## src/rtl/cordic_vec_arbiter.sv

```systemverilog
// cordic_vec_arbiter
//   Shares one fully pipelined CORDIC vectoring datapath among N_REQ
//   requesters. One (x,y) sample is issued per cycle at most, picked
//   round-robin among eligible requesters. A valid/ID tag pipeline
//   matched to the datapath latency returns each phase tagged with the
//   requester that issued it. Results come back in issue order.
//
// Ports
//   clk        rising-edge clock
//   rst        asynchronous active-low reset
//   hold       blocks new issue; in-flight samples still drain
//   req_valid  per-requester request valid
//   req_x      packed signed x samples, requester i at [i*W +: W]
//   req_y      packed signed y samples, same packing
//   req_ready  one-hot (or zero) grant
//   cdc_x      x sample to datapath (0 when nothing issued)
//   cdc_y      y sample to datapath (0 when nothing issued)
//   cdc_z      phase from datapath, LATENCY cycles after the sample
//   rsp_valid  single-cycle result strobe, no backpressure
//   rsp_id     requester owning the result
//   rsp_phase  result phase (0 when rsp_valid is low)
//   busy       high while any sample is in flight
module cordic_vec_arbiter #(
  parameter int N_REQ       = 4,
  parameter int WORD_WIDTH  = 16,
  parameter int PHASE_WIDTH = 16,
  parameter int LATENCY     = 15,
  parameter int MAX_OUTST   = 4
) (
  input  logic                          clk,
  input  logic                          rst,
  input  logic                          hold,
  input  logic [N_REQ-1:0]              req_valid,
  input  logic [N_REQ*WORD_WIDTH-1:0]   req_x,
  input  logic [N_REQ*WORD_WIDTH-1:0]   req_y,
  output logic [N_REQ-1:0]              req_ready,
  output logic [WORD_WIDTH-1:0]         cdc_x,
  output logic [WORD_WIDTH-1:0]         cdc_y,
  input  logic [PHASE_WIDTH-1:0]        cdc_z,
  output logic                          rsp_valid,
  output logic [$clog2(N_REQ)-1:0]      rsp_id,
  output logic [PHASE_WIDTH-1:0]        rsp_phase,
  output logic                          busy
);

  localparam int unsigned NR  = N_REQ;
  localparam int unsigned IDW = $clog2(N_REQ);
  localparam int unsigned CW  = $clog2(MAX_OUTST + 1);
  localparam int unsigned LAT = LATENCY;

  logic [IDW-1:0]   rr_ptr;
  logic [CW-1:0]    outst [NR];
  logic [NR-1:0]    eligible;
  logic [NR-1:0]    retire;
  logic [NR-1:0]    grant;
  logic             grant_any;
  logic [IDW-1:0]   grant_id;
  logic [LAT-1:0]   tag_vld;
  logic [IDW-1:0]   tag_id [LAT];

  // Retire decode from the last tag stage
  always_comb begin
    retire = '0;
    for (int unsigned i = 0; i < NR; i++) begin
      retire[i] = tag_vld[LAT-1] && (tag_id[LAT-1] == IDW'(i));
    end
  end

  // A retire this cycle frees a slot immediately, so a requester sitting
  // at MAX_OUTST may issue in the same cycle its oldest sample returns.
  // Eligibility is also gated by rst so no grant is shown during reset.
  always_comb begin
    eligible = '0;
    for (int unsigned i = 0; i < NR; i++) begin
      eligible[i] = rst & req_valid[i] & ~hold &
                    ((int'(outst[i]) < MAX_OUTST) | retire[i]);
    end
  end

  // Round-robin: first eligible at or after rr_ptr, wrapping upward
  always_comb begin
    int unsigned idx;
    idx       = 0;
    grant_any = 1'b0;
    grant_id  = '0;
    for (int unsigned k = 0; k < NR; k++) begin
      idx = int'(rr_ptr) + k;
      if (idx >= NR) idx = idx - NR;
      if (!grant_any && eligible[idx]) begin
        grant_any = 1'b1;
        grant_id  = IDW'(idx);
      end
    end
  end

  always_comb begin
    grant = '0;
    if (grant_any) grant[grant_id] = 1'b1;
  end

  assign req_ready = grant;

  always_comb begin
    cdc_x = '0;
    cdc_y = '0;
    if (grant_any) begin
      cdc_x = req_x[int'(grant_id)*WORD_WIDTH +: WORD_WIDTH];
      cdc_y = req_y[int'(grant_id)*WORD_WIDTH +: WORD_WIDTH];
    end
  end

  always_ff @(posedge clk or negedge rst) begin
    if (!rst) begin
      rr_ptr <= '0;
    end else if (grant_any) begin
      if (int'(grant_id) == N_REQ - 1) rr_ptr <= '0;
      else                             rr_ptr <= grant_id + 1'b1;
    end
  end

  // Tag pipeline shifts every cycle; the datapath never stalls
  always_ff @(posedge clk or negedge rst) begin
    if (!rst) begin
      tag_vld <= '0;
      for (int unsigned k = 0; k < LAT; k++) tag_id[k] <= '0;
    end else begin
      tag_vld[0] <= grant_any;
      tag_id[0]  <= grant_id;
      for (int unsigned k = 1; k < LAT; k++) begin
        tag_vld[k] <= tag_vld[k-1];
        tag_id[k]  <= tag_id[k-1];
      end
    end
  end

  always_ff @(posedge clk or negedge rst) begin
    if (!rst) begin
      for (int unsigned i = 0; i < NR; i++) outst[i] <= '0;
    end else begin
      for (int unsigned i = 0; i < NR; i++) begin
        if (grant[i] && !retire[i])      outst[i] <= outst[i] + 1'b1;
        else if (!grant[i] && retire[i]) outst[i] <= outst[i] - 1'b1;
      end
    end
  end

  assign rsp_valid = tag_vld[LAT-1];
  assign rsp_id    = tag_id[LAT-1];
  assign rsp_phase = rsp_valid ? cdc_z : '0;
  assign busy      = |tag_vld;

endmodule

```

## config.mk

```make
export PLATFORM = sky130hd
export DESIGN_NAME = cordic_vec_arbiter
export DESIGN_NICKNAME = d
export VERILOG_FILES = /design/src/rtl/cordic_vec_arbiter.sv
export SDC_FILE = /design/constraint.sdc
export NUM_CORES = 1
export LEC_CHECK = 0
export BUFFER_PORTS_ARGS = -buffer_cell sky130_fd_sc_hd__buf_2
export CORE_ASPECT_RATIO = 1.1
export CORE_MARGIN = 2
export CORE_UTILIZATION = 42
export DETAILED_ROUTE_END_ITERATION = 8
export GPL_TIMING_DRIVEN = 0
export PLACE_DENSITY_LB_ADDON = 0.2
export SLEW_MARGIN = 5
export SYNTH_ARGS = -nofsm -noshare
export SYNTH_HDL_FRONTEND = slang
export SYNTH_SLANG_ARGS = --single-unit
```

## constraint.sdc

```tcl
create_clock -name clk -period 4.75 [get_ports clk]
set_input_delay 0.2375 -clock clk [delete_from_list [all_inputs] [get_ports clk]]
set_output_delay 0.2375 -clock clk [all_outputs]
set_load 0.02 [all_outputs]
```

Word-level counts from Yosys, hierarchy flattened --
Cells that the tools add are included.
Storage, ports and cells: bits in registers 59, logic and storage cells 142, input port bits 151, output and inout port bits 56
Operators by class: equality and inequality tests 4, add/sub/neg operators 16, muxes and demuxes 35, magnitude comparators 14, reductions and logical operators 33, bitwise gates (word level) 17, shifts and indexed selects 2
Operators by type and width (count):
- 32-bit by 3-bit less-than comparator with 1-bit output, second input constant | 4
- 32-bit 2-to-1 mux | 4
- 64-bit by 7-bit indexed part select with 16-bit output | 2
- 16-bit 2-to-1 mux | 3
- 3-bit 2-to-1 mux | 8
- 1-bit logical AND | 16
- 15-bit OR reduction | 1
- 3-bit by 1-bit adder with 3-bit output, second input constant | 4
- 1-bit bitwise AND | 12
- 3-bit less-than comparator, second input constant | 4
- 3-bit by 1-bit subtractor with 3-bit output, second input constant | 4
- 3-bit by 3-bit subtractor with 4-bit output, second input constant | 3
- 1-bit zero test | 11
- 2-bit 2-to-1 mux | 5
- 3-bit greater-or-equal comparator, second input constant | 3
- 1-bit 2-to-1 mux | 9
- 1-bit binary-select mux with 2-bit select | 4
- 2-bit nonzero test | 4
- 2-bit by 2-bit adder with 3-bit output, second input constant | 2
- 2-bit by 1-bit == test with 1-bit output, second input constant | 2
- 2-bit == test, second input constant | 2
- 4-bit 2-to-1 mux | 1
- 1-bit bitwise OR | 4
- 2-bit by 3-bit subtractor with 4-bit output, second input constant | 1
- 8 further kinds | 8

Depth between registers and ports, before layout --
depth in word-level cells 25, mapped depth 17, depth with buffers taken out 15

Worst setup path before layout --
OpenSTA, ideal clock, no wires.
kind register to register, start point reg tag_vld[14], end point reg outst[8] (netlist name), slack 1.168 ns, period minus slack after synthesis 3.582 ns, required time 4.671 ns, setup time 0.079 ns, buffers on the path 3, cell stages (with the launch flop) 18, arrival 3.502 ns, path through dfrtp_1 -> buf_4 -> nand3b_4 -> a21boi_4 -> o21ai_1 -> o21a_1 -> or4_1 -> buf_2 -> buf_6 -> inv_1 -> ha_1 -> and2_1 -> ha_1 -> inv_1 -> fa_1 -> xor2_1 -> nor2_1 -> xor2_1
On the way: longest elaborated chain between the ends 23, elaborated cells on any way between the ends 46, classes of those cells order compare (2); mux (20); bitwise (8); reduce/logical (16)
Ends and longest elaborated chain:
- from (decl) | RTL line 58 | logic [LAT-1:0] tag_vld;
- from (signal, indexed assignment) | RTL line 130 | tag_vld[k] <= tag_vld[k-1];
- 1-bit logical AND | RTL line 65 | retire[i] = tag_vld[LAT-1] && (tag_id[LAT-1] == IDW'(i));
- 1-bit bitwise OR | RTL line 76 | ((int'(outst[i]) < MAX_OUTST) | retire[i]);
- 1-bit bitwise AND | RTL line 75 | eligible[i] = rst & req_valid[i] & ~hold &
- 1-bit binary-select mux with 2-bit select | RTL line 89 | if (!grant_any && eligible[idx]) begin
- 1-bit 2-to-1 mux (implied by the code) | RTL line 89
- 1-bit 2-to-1 mux | RTL line 89
- 1-bit zero test | RTL line 89
- 1-bit logical AND | RTL line 89
- [... 7 more ...]
- named net grant_id[0] | RTL line 57 | logic [IDW-1:0] grant_id;
- [... 1 more ...]
- 1-bit logical AND (implied by the code) | RTL line 98 | if (grant_any) grant[grant_id] = 1'b1;
- 1-bit 2-to-1 mux (implied by the code) | RTL line 98
- 1-bit demux with 2-bit select * | RTL line 98
- 4-bit 2-to-1 mux * | RTL line 98
- named net req_ready[1] | RTL line 36 | output logic [N_REQ-1:0] req_ready,
- 1-bit zero test | RTL line 142 | else if (!grant[i] && retire[i]) outst[i] <= outst[i] - 1'b1;
- 1-bit logical AND | RTL line 142
- 2-bit nonzero test (no source line)
- to (signal, indexed assignment) | RTL line 141 | if (grant[i] && !retire[i]) outst[i] <= outst[i] + 1'b1;
- to (signal, indexed assignment) | RTL line 142
- to (decl) | RTL line 52 | logic [CW-1:0] outst [NR];
The timed path passes the listed nets; every way through them passes the cells marked *. The select of a mux whose other input is x is not followed. A chain may end at the register's enable or synchronous reset.

Final worst setup path --
start point reg tag_vld[14], end point reg outst[8] (netlist name)
On the way: longest elaborated chain between the ends 23, elaborated cells on any way between the ends 46, classes of those cells order compare (2); mux (20); bitwise (8); reduce/logical (16)
Ends and longest elaborated chain (RTL line):
- 1-bit logical AND | 65
- 1-bit bitwise OR | 76
- 1-bit bitwise AND | 75
- 1-bit binary-select mux with 2-bit select | 89
- 1-bit 2-to-1 mux (implied by the code) | 89
- 1-bit 2-to-1 mux | 89
- 1-bit zero test | 89
- 1-bit logical AND | 89
- [... 7 more ...]
- named net grant_id[0] | 57
- 2-bit by 3-bit less-than comparator with 1-bit output (implied by the code) / 2-bit by 1-bit greater-or-equal comparator with 1-bit output (equally long branches) | 98
- 1-bit logical AND (implied by the code) | 98
- 1-bit 2-to-1 mux (implied by the code) | 98
- 1-bit demux with 2-bit select * | 98
- 4-bit 2-to-1 mux * | 98
- 1-bit zero test | 142
- 1-bit logical AND | 142
- 2-bit nonzero test (no source line)
Marked as above.

==> impl_metrics.env <==
export IMPL_status="finished with violations"
export IMPL_violations="negative hold slack"
export IMPL_crit_path_max_incr_delay_ns=0.50
export IMPL_synth_top_family_by_area="multiplexers"
export IMPL_powerDensity_nw_per_um2=425
export IMPL_clk_latency_ns=0.34
export IMPL_r2r_slack_ns=1.11
export IMPL_fin_crit_ns=3.64
export IMPL_drive_above_1_share=0.565
export IMPL_drv_cap=0
export IMPL_clkTransAtPathRegs_ns=0.07
export IMPL_chipWidth_um=90.2
export IMPL_avgViaCountPerCell=4.92
export IMPL_layout_common_cells="buf_2 (211), mux2i_1 (64), dfrtp_1 (59), o22ai_2 (28), and2_1 (20)"
export IMPL_antennaDiodeCount=0
export IMPL_clock_sinks=59
export IMPL_endpoint="outst[8]$_DFFE_PN0P_"
export IMPL_final_hold_violation_count=59
export IMPL_grt_pass1_wl_um=14500
export IMPL_antenna_found_initial=1
export IMPL_port_buffers=206
export IMPL_start_util=0.434
export IMPL_finalSetupViolations=0
export IMPL_cp_slowest_cell="or4_1"
export IMPL_syn_area_per_cell_um2=12.6
export IMPL_ys_seq_area_frac=0.430
export IMPL_synth_distinct_cells=43
export IMPL_crit_path_end_kind="flop"
export IMPL_synth_compound_area_frac=0.158
export IMPL_yosysWarnings=0
export IMPL_first_pass_iters=4
export IMPL_period_share=0.766
export IMPL_wl_per_cell_um=15.2
export IMPL_fin_cells=602
export IMPL_dp_cells=587
export IMPL_cts_setup_buffers=0
export IMPL_final_net_count=653
export IMPL_layout_area_overhead_vs_synth_pct=39.6
export IMPL_ctsHoldBuffers=0
export IMPL_post_route_drc_count=0
export IMPL_cts_tree="built"
export IMPL_synth_simple_area_share=0.0816
export IMPL_synthMuxAreaShare=0.200
export IMPL_synth_fa_ha_area_frac=0.0525
export IMPL_final_common_cell="buf_2"
export IMPL_post_cts_resized=0
export IMPL_fp_coreArea_um2=7910
export IMPL_async_flop_share=1.00
export IMPL_grt_pass1_vias=3063
export IMPL_fillers=681
export IMPL_gp_congestion=0.857
export IMPL_row_count=34
export IMPL_rsz0062_at_grt="false"
export IMPL_synth_ff_latch_count=59
export IMPL_clockBufferDepth=2
export IMPL_die_area_um2=8920
export IMPL_worst_slew_pin_transition_ns=0.729
export IMPL_yosys_area_share_xor_xnor=0.0306
export IMPL_synth_edf_count=0
export IMPL_syn_nets=436
export IMPL_drt_wl_total_um=9160
export IMPL_power_leakage_nw=2.37
export IMPL_hold_class="in2async"
export IMPL_worstPathCellList="buf_4 > nand3b_4 > a21boi_4 > o21ai_1 > o21a_1 > or4_1 > buf_2 > buf_6 > inv_1 > ha_1 > and2_1 > ha_1 > inv_1 > fa_1 > xor2_1 > nor2_1 > xor2_1"
export IMPL_htreeDepth=3
export IMPL_fmax_ghz=0.275
export IMPL_synthFlopType="dfrtp_1"
export IMPL_hpwlAfterDp_um=7380
export IMPL_critPathRequiredTime_ns=5.01
export IMPL_rr_startpoint="tag_vld[14]$_DFF_PN0_"
export IMPL_cp_arrival_ns=3.90
export IMPL_setup_tns_ns=0
export IMPL_ir_drop_mv=0.215
export IMPL_reg2reg_depth=17
export IMPL_drtAntennaViolNets=0
export IMPL_pin_count=207
export IMPL_die_h_um=98.8
export IMPL_slew_headroom=0.510
export IMPL_drt_initial_drc_count=114
export IMPL_crit_type="reg2reg"
export IMPL_track_usage=0.206
export IMPL_cp_start_kind="flop"
export IMPL_grt_ovfl_total=0
export IMPL_netlist_area_um2=3430
export IMPL_numCtsBuffers=9
export IMPL_timing_rr_end="outst[8]$_DFFE_PN0P_"
export IMPL_hold_slack_ns=-0.0464
export IMPL_grt_max_degree=62
export IMPL_vias=2959
export IMPL_cp_startpoint="tag_vld[14]$_DFF_PN0_"
export IMPL_worstPathMaxFanout=11
export IMPL_finClkSkew_ns=0.00953
export IMPL_cts_root_buf="clkbuf_8"
export IMPL_postSynthCellCount=273
export IMPL_timing_final_max_slew_violations=0
-- cell type report --
type	count	area, um2	area share
plain buffers	19	131	0.0274
clock buffers	9	124	0.0258
clock inverters	6	67.6	0.0141
inverters	9	33.8	0.00705
multi-input cells	186	1790	0.374
flip-flops and latches	59	1480	0.308
well taps	108	135	0.0282
repair buffers	206	1030	0.216
-- synth_stat cells, types with 2 or more instances --
master	instances	area, um2
fa_1	4	80.1
nor2_1	6	22.5
a21boi_4	2	37.5
and2_1	20	125
buf_2	6	30.0
xor2_1	7	61.3
o22ai_2	28	350
ha_1	8	100
mux2i_1	64	641
nand4_1	2	12.5
buf_4	8	60.1
dfrtp_1	59	1480
nor3_1	3	15.0
o21a_1	2	15.0
inv_1	8	30.0
o22ai_1	4	25.0
clkbuf_1	2	7.51
buf_6	3	33.8
or3_1	2	12.5
mux2_2	4	45.0
nor4_1	3	18.8
xnor2_1	5	43.8
o21ai_0	3	15.0
-- registers in the layout (all words and copies together) (netlist names) --
name     flops
tag_id      28
tag_vld     15
outst       12
rr_ptr       2
rsp_id       2
-- cells by family (layout without fill, tap and decap cells) --
| group | after synthesis | count (layout) |
|---|---|---|
| simple gates | 44 | 44 |
| buf+inv | 28 | 249 |
| mux | 68 | 68 |
| fa+ha+maj | 12 | 12 |
| flops | 59 | 59 |
| compound gates | 50 | 50 |
| xor+xnor | 12 | 12 |
-- stage by stage --
stage / setup slack (ns) / util / cell area [um2] / power, mW
5_1_grt: 0.836 / 0.606 / 4790 / 2.18
2_1_floorplan: 1.17 / - / 3430 / 1.34
4_1_cts: 0.811 / 0.606 / 4790 / 2.06
3_3_place_gp: 0.517 / 0.581 / 4600 / 1.59
3_5_place_dp: 0.457 / 0.581 / 4600 / 1.62
6_report: 1.11 / 0.606 / 4790 / 2.04
-- where the power goes --
| group | internal (mW) | switching, mW |
|---|---|---|
| Clock | 0.239 | 0.191 |
| Sequential | 0.640 | 0.0900 |
| Combinational | 0.396 | 0.480 |
-- critical path, delay by kind of cell, from the launching register on --
kind | cells | cell delay, ns
adder cells (fa/ha/maj) | 3 | 0.70
AND/OR/NAND/NOR | 4 | 0.87
buffers and inverters | 5 | 0.71
AO/OA/AOI/OAI | 3 | 0.57
flip-flops | 1 | 0.38
XOR/XNOR | 2 | 0.31
-- layer usage --
| metal | track usage | routed length, um |
|---|---|---|
| met3 | 0.0688 | 663 |
| met4 | 0.0580 | 125 |
| met2 | 0.351 | 4600 |
| met1 | 0.251 | 3770 |
| met5 | 0 | 13 |
-- how the worst min path moves through the flow --
| stage | from | depth (start not counted) | slack (ns) | endpoint |
|---|---|---|---|---|
| global placement | tag_id[6]$_DFF_PN0_ | 0 | 0.33 | tag_id[4]$_DFF_PN0_ |
| floorplan | rst | 0 | -0.06 | outst[0]$_DFFE_PN0P_ |
| CTS | rst | 1 | 0.21 | tag_id[24]$_DFF_PN0_ |
| detailed placement | tag_id[3]$_DFF_PN0_ | 0 | 0.33 | rsp_id[1]$_DFF_PN0_ |
| global route | rst | 1 | 0.01 | tag_id[17]$_DFF_PN0_ |
| finish | rst | 1 | -0.05 | tag_id[29]$_DFF_PN0_ |
(Power assumes the default switching activity.)
